<file path="config.mk">
export PLATFORM = sky130hd
export DESIGN_NAME = mac_dispatch
export DESIGN_NICKNAME = d
export VERILOG_FILES = /design/src/rtl/mac_dispatch_pkg.sv /design/src/rtl/blk_fifo2.sv /design/src/rtl/mac_dispatch.sv
export SDC_FILE = /design/constraint.sdc
export NUM_CORES = 2
export LEC_CHECK = 0
export ABC_CLOCK_PERIOD_IN_PS = 2900
export CAP_MARGIN = 5
export CORE_AREA = 2 2 479 481
export DETAILED_ROUTE_END_ITERATION = 10
export DIE_AREA = 0 0 481 483
export SETUP_SLACK_MARGIN = 0.02
export SYNTH_ARGS = -nofsm -noshare
export SYNTH_HDL_FRONTEND = slang
export SYNTH_SLANG_ARGS = --single-unit
</file>
<file path="constraint.sdc">
create_clock -name clk -period 2.9 [get_ports clk]
set_input_delay 0.58 -clock clk [delete_from_list [all_inputs] [get_ports clk]]
set_output_delay 0.58 -clock clk [all_outputs]
set_load 0.1 [all_outputs]
</file>
<file path="src/rtl/mac_dispatch_pkg.sv">
// Shared definitions for the MAC dispatch path: default operand geometry,
// the partial-sum width helper and the dispatcher state encoding.
package mac_dispatch_pkg;

    function automatic int clog2(input int value);
        int r;
        r = 0;
        while ((1 << r) < value) r++;
        return r;
    endfunction

    localparam int DATA_WIDTH_DEF  = 8;
    localparam int BLOCK_DEPTH_DEF = 32;
    localparam int PSUM_WIDTH_DEF  = 2*DATA_WIDTH_DEF + clog2(BLOCK_DEPTH_DEF*3);

    typedef enum logic [2:0] {
        ST_IDLE    = 3'd0,
        ST_ISSUE   = 3'd1,
        ST_WAIT_LO = 3'd2,
        ST_WAIT_HI = 3'd3,
        ST_EMIT    = 3'd4
    } disp_state_t;

endpackage

</file>
<file path="src/rtl/blk_fifo2.sv">
// Two-entry block buffer. The count is registered, so a full/empty decision
// taken from it never has a combinational path back from pop_i.
module blk_fifo2 #(
    parameter int WIDTH = 8
) (
    input  logic             clk,
    input  logic             rst_n,
    input  logic             push_i,
    input  logic [WIDTH-1:0] data_i,
    input  logic             pop_i,
    output logic [WIDTH-1:0] head_o,
    output logic [1:0]       count_o
);

    logic [WIDTH-1:0] mem_q [2];
    logic             wr_ptr_q;
    logic             rd_ptr_q;
    logic [1:0]       count_q;
    logic             push_ok;
    logic             pop_ok;

    assign push_ok = push_i && (count_q != 2'd2);
    assign pop_ok  = pop_i  && (count_q != 2'd0);
    assign head_o  = mem_q[rd_ptr_q];
    assign count_o = count_q;

    always_ff @(posedge clk or negedge rst_n) begin
        if (!rst_n) begin
            mem_q[0] <= '0;
            mem_q[1] <= '0;
            wr_ptr_q <= 1'b0;
            rd_ptr_q <= 1'b0;
            count_q  <= 2'd0;
        end else begin
            if (push_ok) begin
                mem_q[wr_ptr_q] <= data_i;
                wr_ptr_q        <= ~wr_ptr_q;
            end
            if (pop_ok) rd_ptr_q <= ~rd_ptr_q;
            count_q <= count_q + {1'b0, push_ok} - {1'b0, pop_ok};
        end
    end

endmodule

</file>
<file path="src/rtl/mac_dispatch.sv">
// Feeds operand blocks to a handshake-driven MAC and chains partial sums
// until a last block. Build option MAC_DISPATCH_ZSKIP_EN skips all-zero blocks.
//
// state      | meaning
// IDLE       | wait for a buffered block and an idle MAC
// ISSUE      | one-cycle mac_sta with head operands, pop head
// WAIT_LO    | wait for MAC to drop mac_fnh
// WAIT_HI    | wait for mac_fnh to rise, capture mac_psum
// EMIT       | hold finished sum on out_psum until out_ready
module mac_dispatch
    import mac_dispatch_pkg::*;
#(
    parameter int DATA_WIDTH  = DATA_WIDTH_DEF,
    parameter int BLOCK_DEPTH = BLOCK_DEPTH_DEF,
    parameter int PSUM_WIDTH  = 2*DATA_WIDTH + clog2(BLOCK_DEPTH*3)
) (
    input  logic                                clk,
    input  logic                                rst_n,
    input  logic                                in_valid,
    output logic                                in_ready,
    input  logic [BLOCK_DEPTH-1:0]              in_flg_act,
    input  logic [DATA_WIDTH*BLOCK_DEPTH-1:0]   in_act,
    input  logic [BLOCK_DEPTH-1:0]              in_flg_wei,
    input  logic [DATA_WIDTH*BLOCK_DEPTH-1:0]   in_wei,
    input  logic                                in_last,
    output logic                                mac_sta,
    input  logic                                mac_fnh,
    output logic [BLOCK_DEPTH-1:0]              mac_flg_act,
    output logic [DATA_WIDTH*BLOCK_DEPTH-1:0]   mac_act,
    output logic [BLOCK_DEPTH-1:0]              mac_flg_wei,
    output logic [DATA_WIDTH*BLOCK_DEPTH-1:0]   mac_wei,
    output logic signed [PSUM_WIDTH-1:0]        mac_psum_init,
    input  logic signed [PSUM_WIDTH-1:0]        mac_psum,
    output logic                                out_valid,
    input  logic                                out_ready,
    output logic signed [PSUM_WIDTH-1:0]        out_psum
);

    localparam int AW      = DATA_WIDTH*BLOCK_DEPTH;
    localparam int OPS_W   = 2*BLOCK_DEPTH + 2*AW;
    localparam int ENTRY_W = OPS_W + 1;

    disp_state_t                 state_q;
    logic signed [PSUM_WIDTH-1:0] acc_q;
    logic signed [PSUM_WIDTH-1:0] init_q;
    logic signed [PSUM_WIDTH-1:0] out_psum_q;
    logic                        first_q;
    logic                        last_q;
    logic                        sta_q;
    logic                        out_valid_q;
    logic [OPS_W-1:0]            ops_q;

    logic [ENTRY_W-1:0]          head;
    logic [1:0]                  count;
    logic                        push;
    logic                        pop;
    logic                        h_last;
    logic                        skip;

    assign in_ready = ~count[1];
    assign push     = in_valid & in_ready;
    assign pop      = (state_q == ST_ISSUE);
    assign h_last   = head[ENTRY_W-1];

    // Entry layout: {last, flg_act, act, flg_wei, wei}, matching the mac_* bus order.
    blk_fifo2 #(.WIDTH(ENTRY_W)) u_fifo (
        .clk     (clk),
        .rst_n   (rst_n),
        .push_i  (push),
        .data_i  ({in_last, in_flg_act, in_act, in_flg_wei, in_wei}),
        .pop_i   (pop),
        .head_o  (head),
        .count_o (count)
    );

`ifdef MAC_DISPATCH_ZSKIP_EN
    assign skip = ~|(head[ENTRY_W-2 -: BLOCK_DEPTH] & head[AW +: BLOCK_DEPTH]);
`else
    assign skip = 1'b0;
`endif

    assign mac_sta       = sta_q;
    assign mac_psum_init = init_q;
    assign out_valid     = out_valid_q;
    assign out_psum      = out_psum_q;
    assign {mac_flg_act, mac_act, mac_flg_wei, mac_wei} = ops_q;

    always_ff @(posedge clk or negedge rst_n) begin
        if (!rst_n) begin
            state_q     <= ST_IDLE;
            acc_q       <= '0;
            init_q      <= '0;
            out_psum_q  <= '0;
            first_q     <= 1'b1;
            last_q      <= 1'b0;
            sta_q       <= 1'b0;
            out_valid_q <= 1'b0;
            ops_q       <= '0;
        end else begin
            case (state_q)
                ST_IDLE: begin
                    // Outputs are registered, so the ISSUE-cycle values are loaded here.
                    if (count != 2'd0 && mac_fnh) begin
                        state_q <= ST_ISSUE;
                        init_q  <= first_q ? '0 : acc_q;
                        if (!skip) begin
                            sta_q <= 1'b1;
                            ops_q <= head[OPS_W-1:0];
                        end
                    end
                end
                ST_ISSUE: begin
                    sta_q  <= 1'b0;
                    ops_q  <= '0;
                    init_q <= '0;
                    last_q <= h_last;
                    if (skip) begin
                        acc_q   <= first_q ? '0 : acc_q;
                        first_q <= 1'b0;
                        if (h_last) begin
                            out_valid_q <= 1'b1;
                            out_psum_q  <= first_q ? '0 : acc_q;
                            state_q     <= ST_EMIT;
                        end else begin
                            state_q <= ST_IDLE;
                        end
                    end else begin
                        state_q <= ST_WAIT_LO;
                    end
                end
                ST_WAIT_LO: begin
                    if (!mac_fnh) state_q <= ST_WAIT_HI;
                end
                ST_WAIT_HI: begin
                    if (mac_fnh) begin
                        acc_q   <= mac_psum;
                        first_q <= 1'b0;
                        if (last_q) begin
                            out_valid_q <= 1'b1;
                            out_psum_q  <= mac_psum;
                            state_q     <= ST_EMIT;
                        end else begin
                            state_q <= ST_IDLE;
                        end
                    end
                end
                ST_EMIT: begin
                    if (out_ready) begin
                        out_valid_q <= 1'b0;
                        first_q     <= 1'b1;
                        state_q     <= ST_IDLE;
                    end
                end
                default: state_q <= ST_IDLE;
            endcase
        end
    end

endmodule

</file>
==> flow_metrics.env <==
export IMPL_cts_buffers=198
export IMPL_drive_above_1_share_pct=36.2
export IMPL_clock_latency_ns=0.84
export IMPL_critPathMaxFanout=5
export IMPL_vias=50249
export IMPL_final_cell_area_sq_um=97200
export IMPL_grt_use_total_pct=20.7
export IMPL_wirelength_um=246000
export IMPL_finClkSkew_ns=0.0576
export IMPL_synth_fp_nets=5896
export IMPL_slew_viol_final=0
export IMPL_synth_top_area_share_pct=60.8
export IMPL_hold_path_class="in -> async"
export IMPL_synth_area_sq_um=74500
export IMPL_synth_async_reset_ratio_pct=100
export IMPL_fillers=20829
export IMPL_initial_core_util_pct=32.8
export IMPL_r2r_start="state_q[1]"
export IMPL_ys_seq_area_share_pct=60.8
export IMPL_synth_area_leaders="dfrtp_1, mux2_2, mux2i_1"
export IMPL_wl_per_cell_um=25.3
export IMPL_drtIter0Drc=2962
export IMPL_overflow=0
export IMPL_ant_nets=0
export IMPL_grt_pass1_vias=52725
export IMPL_fin_nets=7100
export IMPL_synth_edf_count=0
export IMPL_synth_top_area_cell="dfrtp_1"
export IMPL_grt_max_degree=113
export IMPL_finalHoldViolCount=0
export IMPL_period_share_pct=80.5
export IMPL_worstMarginPinSlew_ns=1.15
export IMPL_maxSlewHeadroom_pct=23.6
export IMPL_tritoncts="done"
export IMPL_htreeDepth=4
export IMPL_coreArea_sq_um=227000
export IMPL_place_gp_congestion=0.844
export IMPL_ios=1230
export IMPL_num_rows=175
export IMPL_syn_area_per_cell_sq_um=14.1
export IMPL_max_cap_violations=0
export IMPL_finalSetupViolCount=0
export IMPL_dieArea_sq_um=232000
export IMPL_status="finished clean"
export IMPL_grt_setup_unrepaired="false"
export IMPL_end_kind="output port"
export IMPL_first_pass_iters=5
export IMPL_drcViolationCount=0
export IMPL_dpl_hpwl_um=174000
export IMPL_holdWs_ns=0.323
export IMPL_die_x_um=481
export IMPL_antenna_found_initial=90
export IMPL_postSynthCellCount=5289
export IMPL_finalSetupTns_ns=0
export IMPL_crit_arrival_ns=1.75
export IMPL_placed_cell_area_sq_um=90300
export IMPL_yosysWarnings=0
export IMPL_period_minus_slack_ns=2.33
export IMPL_cp_cell_sequence="inv_1 -> buf_4"
export IMPL_die_h_um=483
export IMPL_ys_ff_latch=1810
export IMPL_r2r_cells=6
export IMPL_grt_pass1_wl_um=361000
export IMPL_cts_repair_resized=0
export IMPL_max_stage_delay_ns=0.46
export IMPL_clock_path_buffers=3
export IMPL_r2r_slack_ns=0.65
export IMPL_synthFlopType="dfrtp_1"
export IMPL_cp_start_kind="flip-flop"
export IMPL_cts_root_buf="clkbuf_16"
export IMPL_path_clk_slew_ns=0.06
export IMPL_slowest_stage="dfrtp_1"
export IMPL_ys_types=32
export IMPL_fmax_mhz=428
export IMPL_cp_required_ns=2.32
export IMPL_drt_vias_per_instance=5.17
export IMPL_clkSinkCount=1810
export IMPL_reg2reg_to="ops_q[202]"
export IMPL_io_buffers=1229
export IMPL_syn_to_final_growth_pct=30.5
export IMPL_path_class="reg -> out"
layer usage:
layer  track usage (%)  wire length [um]  up-vias
li1                  -                 -    21987
met1              25.8            101000    26386
met2              33.2            118000     1419
met3              6.76             19400      395
met4              7.60              8110       62
met5                 0               415        -
synthesized netlist by cell type, types with 3 or more instances:
cell,number
a22o_1,3
o21ai_1,62
buf_2,116
o211ai_1,576
xnor2_1,3
nor4b_1,20
buf_6,22
o21ai_0,520
nor2_1,4
clkbuf_1,277
inv_1,6
dfrtp_1,1809
nand2_1,6
buf_1,51
mux2_2,1200
a31o_2,10
a31o_1,10
mux2i_1,577
per-stage QoR:
step / setup WS, ns / utilization (%) / cells
after global routing: 0.509 / 42.8 / 9699
after floorplan: 0.518 / - / 5289
after CTS: 0.489 / 42.8 / 9667
final: 0.566 / 42.9 / 9719
after global placement: 0.0437 / 39.8 / 9301
after detailed placement: 0.0436 / 39.8 / 9301
critical path: cells and delay by family (launching register included):
family / cells / cell delay, ns
flops: 1 / 0.46
buf+inv: 2 / 0.50
cell type report:
type	count	area, sq um	area share, %
repair buffers	1470	14100	14.5
diodes	52	130	0.134
clock inverters	69	913	0.940
flip-flops and latches	1810	45300	46.6
clock buffers	296	5890	6.06
well taps	3009	3760	3.87
multi-input cells	3007	27100	27.9
inverters	6	22.5	0.0232
worst max path at each step:
stage | from | endpoint | cells after the start
6_report | u_fifo.count_o[1] | in_ready | 2
5_1_grt | u_fifo.count_o[1] | in_ready | 2
4_1_cts | u_fifo.count_o[1] | in_ready | 2
3_5_place_dp | mac_fnh | mac_psum_init[3] | 6
3_3_place_gp | mac_fnh | mac_psum_init[3] | 6
2_1_floorplan | state_q[2] | u_fifo.count_o[1] | 11
placed cells by master (no fill, tap or decap), types with 2 or more instances in the layout:
| master | count |
|---|---|
| a22o_1 | 3 |
| a31o_1 | 10 |
| a31o_2 | 10 |
| buf_12 | 119 |
| buf_4 | 746 |
| bufinv_16 | 13 |
| clkbuf_1 | 42 |
| clkbuf_16 | 199 |
| clkbuf_8 | 55 |
| clkdlybuf4s50_1 | 603 |
| clkinv_16 | 4 |
| clkinv_2 | 29 |
| clkinv_4 | 3 |
| clkinvlp_4 | 6 |
| dfrtp_1 | 1808 |
| diode_2 | 52 |
| ha_1 | 2 |
| inv_1 | 6 |
| inv_16 | 5 |
| inv_6 | 8 |
| mux2_2 | 1200 |
| mux2i_1 | 577 |
| nand2_1 | 5 |
| nand2b_1 | 2 |
| nor2_1 | 2 |
| nor2_4 | 2 |
| nor3_1 | 2 |
| nor4b_1 | 20 |
| o211ai_1 | 576 |
| o21ai_0 | 520 |
| o21ai_1 | 62 |
| xnor2_1 | 3 |
repair_timing:
action / 4_1_cts / 5_1_grt
hold endpoints to repair: 56 / 0
hold buffers: 1 / 0
setup buffers: 0 / 0
cell families (layout without fill, tap and decap cells):
group	Yosys count	after routing	share of synthesized area (%)
other	0	52	0
AOI/OAI and AO/OA	1184	1184	10.0
xor gates and xnor gates	4	4	0.0471
DFF	1810	1810	60.8
buffers and inverters	472	1841	2.80
and+or+nand+nor	40	40	0.376
adders and majority gates	2	2	0.0336
muxes	1777	1777	25.9
flip-flops by register name, summed over array words and instances, names as in the netlist:
signal,count
u_fifo.mem_q,1154
ops_q,576
acc_q,23
mac_psum_init,23
out_psum,23
state_q,3
u_fifo.count_o,2
first_q,1
last_q,1
mac_sta,1
out_valid,1
u_fifo.rd_ptr_q,1
u_fifo.wr_ptr_q,1
Power is left out: the tool's default activity adds up to more than one toggle a clock period on the data nets, which glitch-free logic cannot reach.
